[src/rtl/lbuf_pkg.sv]
// Shared constants, types and helpers for the lane-packing SRAM FIFO.
package lbuf_pkg;

  localparam int unsigned LBUF_DEPTH  = 64;
  localparam int unsigned LBUF_AW     = 6;
  localparam int unsigned LBUF_LANES  = 8;
  localparam int unsigned LBUF_LANE_W = 16;
  localparam int unsigned LBUF_WORD_W = 128;

  typedef logic [LBUF_AW-1:0]             lbuf_addr_t;
  typedef logic [LBUF_WORD_W-1:0]         lbuf_word_t;
  typedef logic [LBUF_LANES-1:0]          lbuf_mask_t;
  typedef logic [LBUF_AW:0]               lbuf_cnt_t;
  typedef logic [$clog2(LBUF_LANES)-1:0]  lbuf_lane_t;

  // Lanes fill in order from 0, so a word closed at lane n holds lanes 0..n.
  function automatic lbuf_mask_t lanes_upto(input lbuf_lane_t lane);
    lbuf_mask_t all_lanes;
    all_lanes = '1;
    return all_lanes >> (lbuf_lane_t'(LBUF_LANES - 1) - lane);
  endfunction

endpackage

[src/rtl/lbuf_skid2.sv]
// Two-entry register FIFO holding SRAM read words and their lane masks.
module lbuf_skid2
  import lbuf_pkg::*;
(
  input  logic       clk_i,
  input  logic       rst_i,
  input  logic       in_valid_i,
  input  lbuf_word_t in_data_i,
  input  lbuf_mask_t in_mask_i,
  output logic       out_valid_o,
  input  logic       out_ready_i,
  output lbuf_word_t out_data_o,
  output lbuf_mask_t out_mask_o,
  output logic [1:0] occ_o
);

  lbuf_word_t data_q [2];
  lbuf_word_t data_d [2];
  lbuf_mask_t mask_q [2];
  lbuf_mask_t mask_d [2];
  logic       wr_q, wr_d;
  logic       rd_q, rd_d;
  logic [1:0] occ_q, occ_d;
  logic       pop;

  assign out_valid_o = (occ_q != 2'd0);
  assign pop         = out_valid_o & out_ready_i;
  assign occ_o       = occ_q;
  // Zero when empty so reset and idle both present a clean bus.
  assign out_data_o  = out_valid_o ? data_q[rd_q] : '0;
  assign out_mask_o  = out_valid_o ? mask_q[rd_q] : '0;

  // The producer never pushes into a full buffer, so push needs no ready.
  always_comb begin
    data_d = data_q;
    mask_d = mask_q;
    wr_d   = wr_q;
    rd_d   = rd_q;
    occ_d  = occ_q;
    if (in_valid_i) begin
      data_d[wr_q] = in_data_i;
      mask_d[wr_q] = in_mask_i;
      wr_d         = ~wr_q;
    end
    if (pop) begin
      rd_d = ~rd_q;
    end
    if (in_valid_i && !pop) begin
      occ_d = occ_q + 2'd1;
    end else if (!in_valid_i && pop) begin
      occ_d = occ_q - 2'd1;
    end
  end

  always_ff @(posedge clk_i) begin
    if (rst_i) begin
      data_q <= '{default: '0};
      mask_q <= '{default: '0};
      wr_q   <= 1'b0;
      rd_q   <= 1'b0;
      occ_q  <= 2'd0;
    end else begin
      data_q <= data_d;
      mask_q <= mask_d;
      wr_q   <= wr_d;
      rd_q   <= rd_d;
      occ_q  <= occ_d;
    end
  end

endmodule

[src/rtl/lbuf_pack_fifo.sv]
// Packs 16-bit beats into 128-bit words in a two-port SRAM and streams words out.
// Define LBUF_LANE_MASK_EN to keep per-word lane masks; otherwise out_mask is all-ones.
module lbuf_pack_fifo
  import lbuf_pkg::*;
#(
  parameter int unsigned DEPTH = LBUF_DEPTH,
  parameter int unsigned LANES = LBUF_LANES
) (
  input  logic                   CK,
  input  logic                   RST,
  input  logic                   in_valid,
  output logic                   in_ready,
  input  logic [LBUF_LANE_W-1:0] in_data,
  input  logic                   in_last,
  output logic                   out_valid,
  input  logic                   out_ready,
  output logic [LBUF_WORD_W-1:0] out_data,
  output logic [LBUF_LANES-1:0]  out_mask,
  output logic [LBUF_AW:0]       count,
  output logic [LBUF_AW-1:0]     sram_A,
  output logic [LBUF_LANES-1:0]  sram_WEAN,
  output logic [LBUF_WORD_W-1:0] sram_DIA,
  output logic                   sram_OEA,
  output logic [LBUF_AW-1:0]     sram_B,
  output logic                   sram_OEB,
  output logic [LBUF_LANES-1:0]  sram_WEBN,
  output logic [LBUF_WORD_W-1:0] sram_DIB,
  input  logic [LBUF_WORD_W-1:0] sram_DOB
);

  localparam lbuf_cnt_t  FullCnt  = lbuf_cnt_t'(DEPTH);
  localparam lbuf_lane_t LastLane = lbuf_lane_t'(LANES - 1);

  lbuf_addr_t wr_ptr_q, wr_ptr_d;
  lbuf_addr_t rd_ptr_q, rd_ptr_d;
  lbuf_lane_t lane_q, lane_d;
  lbuf_cnt_t  count_q, count_d;
  logic       inflight_q, inflight_d;
  lbuf_mask_t rd_mask_q, rd_mask_d;
  lbuf_mask_t rd_mask_src;

  logic       accept, commit, issue, pop;
  logic [1:0] skid_occ;
  logic [2:0] out_load;

  assign in_ready = (count_q < FullCnt) && !RST;
  assign accept   = in_valid & in_ready;
  assign commit   = accept & (in_last | (lane_q == LastLane));
  assign pop      = out_valid & out_ready;

  // Words held or about to land in the skid after this cycle's pop must stay below two.
  assign out_load = 3'(skid_occ) + 3'(inflight_q) - 3'(pop);
  // count excludes the word being packed, so a read can never hit the write address.
  assign issue    = !RST && (count_q != '0) && (out_load < 3'd2);

`ifdef LBUF_LANE_MASK_EN
  lbuf_mask_t mask_mem_q [LBUF_DEPTH];

  always_ff @(posedge CK) begin
    if (commit) begin
      mask_mem_q[wr_ptr_q] <= lanes_upto(lane_q);
    end
  end

  assign rd_mask_src = mask_mem_q[rd_ptr_q];
`else
  assign rd_mask_src = '1;
`endif

  always_comb begin
    wr_ptr_d   = wr_ptr_q;
    rd_ptr_d   = rd_ptr_q;
    lane_d     = lane_q;
    count_d    = count_q;
    inflight_d = issue;
    rd_mask_d  = issue ? rd_mask_src : rd_mask_q;
    if (accept) begin
      lane_d = commit ? '0 : lane_q + lbuf_lane_t'(1);
    end
    if (commit) begin
      wr_ptr_d = wr_ptr_q + lbuf_addr_t'(1);
    end
    if (issue) begin
      rd_ptr_d = rd_ptr_q + lbuf_addr_t'(1);
    end
    if (commit && !issue) begin
      count_d = count_q + lbuf_cnt_t'(1);
    end else if (!commit && issue) begin
      count_d = count_q - lbuf_cnt_t'(1);
    end
  end

  always_ff @(posedge CK) begin
    if (RST) begin
      wr_ptr_q   <= '0;
      rd_ptr_q   <= '0;
      lane_q     <= '0;
      count_q    <= '0;
      inflight_q <= 1'b0;
      rd_mask_q  <= '0;
    end else begin
      wr_ptr_q   <= wr_ptr_d;
      rd_ptr_q   <= rd_ptr_d;
      lane_q     <= lane_d;
      count_q    <= count_d;
      inflight_q <= inflight_d;
      rd_mask_q  <= rd_mask_d;
    end
  end

  assign count     = count_q;
  assign sram_A    = wr_ptr_q;
  assign sram_WEAN = accept ? ~(lbuf_mask_t'(1) << lane_q) : '1;
  assign sram_DIA  = {LBUF_LANES{in_data}};
  assign sram_OEA  = 1'b0;
  assign sram_B    = rd_ptr_q;
  assign sram_OEB  = issue;
  assign sram_WEBN = '1;
  assign sram_DIB  = '0;

  lbuf_skid2 u_skid (
    .clk_i      (CK),
    .rst_i      (RST),
    .in_valid_i (inflight_q),
    .in_data_i  (sram_DOB),
    .in_mask_i  (rd_mask_q),
    .out_valid_o(out_valid),
    .out_ready_i(out_ready),
    .out_data_o (out_data),
    .out_mask_o (out_mask),
    .occ_o      (skid_occ)
  );

endmodule

[config.mk]
export PLATFORM = sky130hd
export DESIGN_NAME = lbuf_pack_fifo
export DESIGN_NICKNAME = d
export VERILOG_FILES = /design/src/rtl/lbuf_pkg.sv /design/src/rtl/lbuf_skid2.sv /design/src/rtl/lbuf_pack_fifo.sv
export SDC_FILE = /design/constraint.sdc
export NUM_CORES = 1
export LEC_CHECK = 0
export ABC_AREA = 1
export CAP_MARGIN = 15
export CORE_AREA = 2 2 223 225
export DETAILED_ROUTE_END_ITERATION = 6
export DIE_AREA = 0 0 225 227
export PLACE_DENSITY = 0.55
export SLEW_MARGIN = 20
export SYNTH_ARGS = -nofsm -noshare
export SYNTH_HDL_FRONTEND = slang
export SYNTH_SLANG_ARGS = --single-unit
[constraint.sdc]
create_clock -name CK -period 5.95 [get_ports CK]
set_input_delay 0.595 -clock CK [delete_from_list [all_inputs] [get_ports CK]]
set_output_delay 0.595 -clock CK [all_outputs]
set_load 0.02 [all_outputs]
* Yosys cells after proc, flatten, opt, wreduce, memory -nomap -nowiden
Cells that the tools add are included.
Storage, ports and cells: flip-flop bits (word level) 300, bits in latches 0, memory bits (writable) 0, memory bits (read-only) 0, memories kept 0
Cells by class: $add $sub $neg 9, $mul 0, divide/modulo/power cells 0, order comparisons 5, eq/ne operators 1, shift-type cells 1, mux-type cells 20, bitwise gates (word level) 9, reductions and logical operators 17
Operators by type and width (number):
- $mux W128 | 5
- $bwmux W256 | 1
- $demux W128 S1 | 1
- $mux W8 | 6
- $bwmux W16 | 1
- $mux W7 | 2
- $add A6 B1 Y6 const B | 2
- $demux W8 S1 | 1
- $logic_and A1 B1 Y1 | 8
- $not A8 Y8 | 1
- $shl A1 B3 Y8 const A | 1
- $add A7 B1 Y7 const B | 1
- $lt A7 B7 Y1 const B | 1
- $reduce_bool A7 Y1 | 1
- $sub A7 B1 Y7 const B | 1
- $reduce_bool A2 Y1 | 3
- $logic_not A1 Y1 | 5
- $ge A2 B2 Y1 const B | 2
- $mux W2 | 2
- $not A1 Y2 | 2
- $add A2 B1 Y3 | 1
- $add A3 B1 Y3 const B | 1
- $and A1 B1 Y1 | 3
- $eq A3 B3 Y1 const B | 1
- other kinds (8) | 9

* Logic depth before layout (Yosys ltp)
word-level depth 8, mapped depth 23, mapped depth without buffers 23

* Cells and area by module
Synthesis repeated with hierarchy kept, for this count alone.
Unflattened totals: cells, all modules 2157, area total of the unflattened synthesis 15114.5 um^2
Modules (own cells, without submodules):
- lbuf_skid2 | instances 1, cells an instance 1664, area an instance 11489.8 um^2
- lbuf_pack_fifo | instances 1, cells an instance 493, area an instance 3624.7 um^2

* Worst setup path after synthesis
Ideal clock, no wire load.
path kind register to register, start register u_skid.occ_q[1] (netlist: u_skid.occ_o[1]), end register count_q[6] (netlist: count[6]), data arrival time 3.308 ns, slack 2.533 ns, cell stages (with the launch flop) 24, path buffers 0, period minus slack after synthesis 3.417 ns, path through dfxtp_1 -> nor2_1 -> inv_1 -> nand2_1 -> inv_1 -> ha_1 -> or2_2 -> fa_1 -> inv_1 -> nor2_2 -> nand3_2 -> inv_1 -> nand2_2 -> ha_1 -> inv_1 -> ha_1 -> inv_1 -> nand2_1 -> nand3_1 -> nand2_1 -> nand2_1 -> nand3_1 -> nand2_1 -> inv_1
Between the ends: word-level cells in the longest chain between the ends 8, elaborated cells between the ends (all ways) 11
RTL lines:
- start, declared | RTL line lbuf_skid2.sv:23 | logic [1:0] occ_q, occ_d;
- start signal, assigned | RTL line lbuf_skid2.sv:61 | occ_q <= 2'd0;
- start signal, assigned | RTL line lbuf_skid2.sv:67 | occ_q <= occ_d;
- $reduce_bool A2 Y1 (*) | RTL line lbuf_skid2.sv:26 | assign out_valid_o = (occ_q != 2'd0);
- via out_valid | RTL line lbuf_pack_fifo.sv:15 | output logic out_valid,
- $and A1 B1 Y1 (*) | RTL line lbuf_pack_fifo.sv:49 | assign pop = out_valid & out_ready;
- via pop | RTL line lbuf_pack_fifo.sv:42 | logic accept, commit, issue, pop;
- $sub A3 B1 Y3 (*) | RTL line lbuf_pack_fifo.sv:52 | assign out_load = 3'(skid_occ) + 3'(inflight_q) - 3'(pop);
- $lt A3 B2 Y1 (*) | RTL line lbuf_pack_fifo.sv:54 | assign issue = !RST && (count_q != '0) && (out_load < 3'd2);
- $logic_and A1 B1 Y1 (*) | RTL line lbuf_pack_fifo.sv:54
- $logic_not A1 Y1 | RTL line lbuf_pack_fifo.sv:86 | if (commit && !issue) begin
- $logic_and A1 B1 Y1 | RTL line lbuf_pack_fifo.sv:86
- $mux W7 / $reduce_bool A2 Y1 (equally long branches)
- end signal, assigned | RTL line lbuf_pack_fifo.sv:105 | count_q <= count_d;
- end, declared | RTL line lbuf_pack_fifo.sv:37 | lbuf_cnt_t count_q, count_d;
Mark *: on every way through the listed nets, which the timed path passes. The rest lies on a longest branch. A chain may end at the register's enable or synchronous reset.

* Final worst setup path
start register u_skid.occ_q[1] (netlist: u_skid.occ_o[1]), end output sram_OEB
Between the ends: word-level cells in the longest chain between the ends 5, elaborated cells between the ends (all ways) 6
RTL lines:
- $reduce_bool A2 Y1 | RTL line lbuf_skid2.sv:26
- $and A1 B1 Y1 | RTL line lbuf_pack_fifo.sv:49
- via pop | RTL line lbuf_pack_fifo.sv:42
- $sub A3 B1 Y3 | RTL line lbuf_pack_fifo.sv:52
- $lt A3 B2 Y1 | RTL line lbuf_pack_fifo.sv:54
- $logic_and A1 B1 Y1 | RTL line lbuf_pack_fifo.sv:54
- end, declared | RTL line lbuf_pack_fifo.sv:25 | output logic sram_OEB,
The timed path passes the listed nets, and every way through them passes these cells.

==> results.md <==
- Slew headroom: around 28%
- Synthesized area: 14500 µm²
- Critical hold path startpoint: u_skid.mask_q[6]
- Largest family of logic cells by synthesized area: simple AND/OR/NAND/NOR gates
- Overall Global Routing Usage: between 10% and 20%
- Hold Buf Count CTS: 0
- Multiplexer area fraction after synthesis: 0%
- Fin Setup TNS: 0 ps
- Vias in the first global route: 12000
- Avg Cell Area, Syn: around 7.0 µm²
- Layout Nets: 2320
- P_leak: between 0.006 and 0.007 µW
- Worst-path clk slew: ~50 ps
- Worst Path Arrival: about 3500 ps
- Die height: approximately 230 µm
- Initial core utilization: around 30%
- 1st-iter DRT viols: 870
- Crit Path Class: flip-flop to primary output
- Area taken by flip-flops and latches: 5730 µm²
- Count of pins over their slew limit: 0
- Via density: between 4 and 5
- Global-route wire length before repair: around 70000 µm
- CP required: between 5000 and 6000 ps
- Post-CTS sizing: 0
- Port bufs: just under 300
- Max FO, Critical Path: 9
- Post-Synth XOR/XNOR Area: less than 1%
- Worst Hold Depth: 2
- Later-pin clock latency in the skew report: roughly 530 ps
- Min Tclk post-route: about 4100 ps
- GR Overflow Total: 0
- Reg2reg end: count[6]
- Core area: 48500 µm²
- R2r startpoint: u_skid.occ_o[1]
- DRT Wirelength: between 40000 and 50000 µm
- Simple-Gate Fraction of Synth Area: 23.7%
- Crit share post-route: roughly two thirds
- Most frequent cells in the layout: 542 x nor2_1, 304 x nand2_1, 298 x clkdlybuf4s50_1
- Largest net degree at the start of global routing: approximately 150
- Synth warn: 0
- # clock sinks: between 200 and 300
- Syn Inst Count: just over 2000
- Area growth from synthesis to layout: 19.7%
- Share of the yosys chip area belonging to registers: 39.6%
- # rows: 81
- Power Density: about 420 nW/µm²
- DRT Pass-1 Iters: 5
- Routed WL per cell: 16.1 µm
- Cts bufs inserted: 36
- Status: completed
- CTS tree: yes
- Adder-Cell Fraction of Synth Area: ~1.7%
- Crit. End Element: primary output
- GP Congestion: 0.771
- Fin cells: roughly 2800
- Post-DP HPWL: 28100 µm
- Setup bufs post-CTS: 0
- Fin. Hold Viols: 0
- Worst R2R Setup Slack: around 2300 ps
- Clock Skew: between 10 and 15 ps
- Fraction of layout cells with a size suffix above 1: just under 4%
- Filler Cells Inserted: 5128
- Least-Margin Pin Slew: 1080 ps
- Cells after DPL: between 2000 and 3000
- H-tree levels: 2
- Maxcap violations: 0
- # setup viols final: 0
- Vias: between 10000 and 15000
- Startpoint types: flip-flop
- Initial antenna violation count: 11
- Maximum ir drop on the vdd rail: ~0.00023 V
- Ports: 580
- Commonest non-fill, non-tap cell in the layout: nor2_1
- Multi-input logic area: 6360 µm²
- Die X: between 200 and 250 µm
- DRC viols: 0
- Compound-Gate Fraction of Synth Area: 14.7%
- Final antenna-violating net count: 0
- FF-to-FF path depth: 23
- Max Clk Rate: about 250 MHz
- Die ar.: just over 50000 µm²
- Longest Clk Path Bufs: 3
- Hold crit path type: flip-flop to flip-flop
- Root Buffer: clkbuf_16
- Sink of the worst hold path: u_skid.mask_q[6]
- FF+latch count, synth: 286
- RSZ-0062 raised after global routing: false
- Synth cell types: 29
-- cell type report --
type / instances / area share, %
diodes: 5 / 0.0722
clock buffers: 53 / 6.10
clock inverters: 8 / 0.563
inverters: 48 / 1.11
multi-input cells: 1470 / 36.7
flip-flops and latches: 286 / 33.1
well taps: 622 / 4.49
repair buffers: 311 / 17.9
-- flip-flops by register name (all words and copies together) (netlist names) --
register and count:
sram_A 6, u_skid.wr_q 1, inflight_q 1, u_skid.rd_q 1, sram_B 6, u_skid.mask_q 2, rd_mask_q 1, u_skid.occ_o 2
u_skid.data_q 256, lane_q 3, count 7
-- synthesized netlist by cell type --
library cell | number | area (µm²)
nor2_4 | 5 | 56.3
clkinv_1 | 1 | 3.75
buf_2 | 73 | 365
nand3_2 | 1 | 10.0
inv_2 | 5 | 18.8
nand2_2 | 2 | 12.5
o21ai_0 | 253 | 1270
xnor2_1 | 2 | 17.5
o211ai_1 | 3 | 22.5
nand4_1 | 2 | 12.5
dfxtp_1 | 286 | 5730
nor2_2 | 1 | 6.26
a21oi_1 | 148 | 741
buf_6 | 6 | 67.6
or2_2 | 1 | 6.26
clkbuf_1 | 37 | 139
xor2_1 | 2 | 17.5
fa_1 | 2 | 40.0
nand3b_1 | 1 | 7.51
conb_1 | 2 | 7.51
nor2_1 | 543 | 2040
ha_1 | 16 | 200
nand2_1 | 304 | 1140
nor3_1 | 2 | 10.0
nand3_1 | 23 | 115
buf_4 | 287 | 2150
inv_1 | 42 | 158
nand2_4 | 1 | 11.3
o21ai_1 | 21 | 105
-- worst max-delay path: stages, from the launching register on --
cell and delay (ps):
dfxtp_1 370, nor2_4 130, inv_1 60, nand2_1 120
inv_1 60, ha_1 280, or2_2 300, fa_1 480
inv_1 50, nor2_2 90, nand3_2 130, nor2_4 230
clkdlybuf4s50_1 650
-- kinds of logic after synthesis --
kind of cell / count (synthesis)
AOI/OAI and AO/OA: 425
DFF: 286
buffers and inverters: 451
other: 2
xor gates and xnor gates: 4
and+or+nand+nor: 886
adders and majority gates: 18
-- metal layers --
layer | track usage [%] | vias to the layer above | routed length [µm]
met4 | 7.58 | 4 | 1790
met3 | 4.89 | 135 | 3390
met5 | 0 | - | 25
met1 | 20.7 | 5938 | 18400
li1 | - | 6324 | -
met2 | 27.9 | 397 | 21400
-- power by group --
part | internal (µW) | switching (µW) | total, µW
registers | 2290 | 211 | 2500
logic | 875 | 1710 | 2590
clock network | 1310 | 843 | 2150
total | 4480 | 2770 | 7240
-- per-stage QoR --
step	hold slack [ps]	total power, µW	instance area (µm²)	util (%)	worst slack, ps
final	459	7240	17300	35.7	1880
after global routing	465	7720	17300	35.7	1660
after CTS	458	7340	17300	35.7	1830
after detailed placement	448	5150	16200	33.3	1830
after global placement	440	5120	16200	33.3	1900
after floorplan	429	4410	15000	-	2530
-- worst max-delay path by stage --
stage                     cells past startpoint  slack, ps       startpoint        to
after CTS                                    12       1830  u_skid.occ_o[1]  sram_OEB
after floorplan                              23       2530  u_skid.occ_o[1]  count[6]
after global placement                       22       1900        out_ready  count[6]
final                                        12       1880  u_skid.occ_o[1]  sram_OEB
after global routing                         12       1660  u_skid.occ_o[1]  sram_OEB
after detailed placement                     22       1830        out_ready  count[6]
Note: power is estimated with default switching activity, not from simulation.
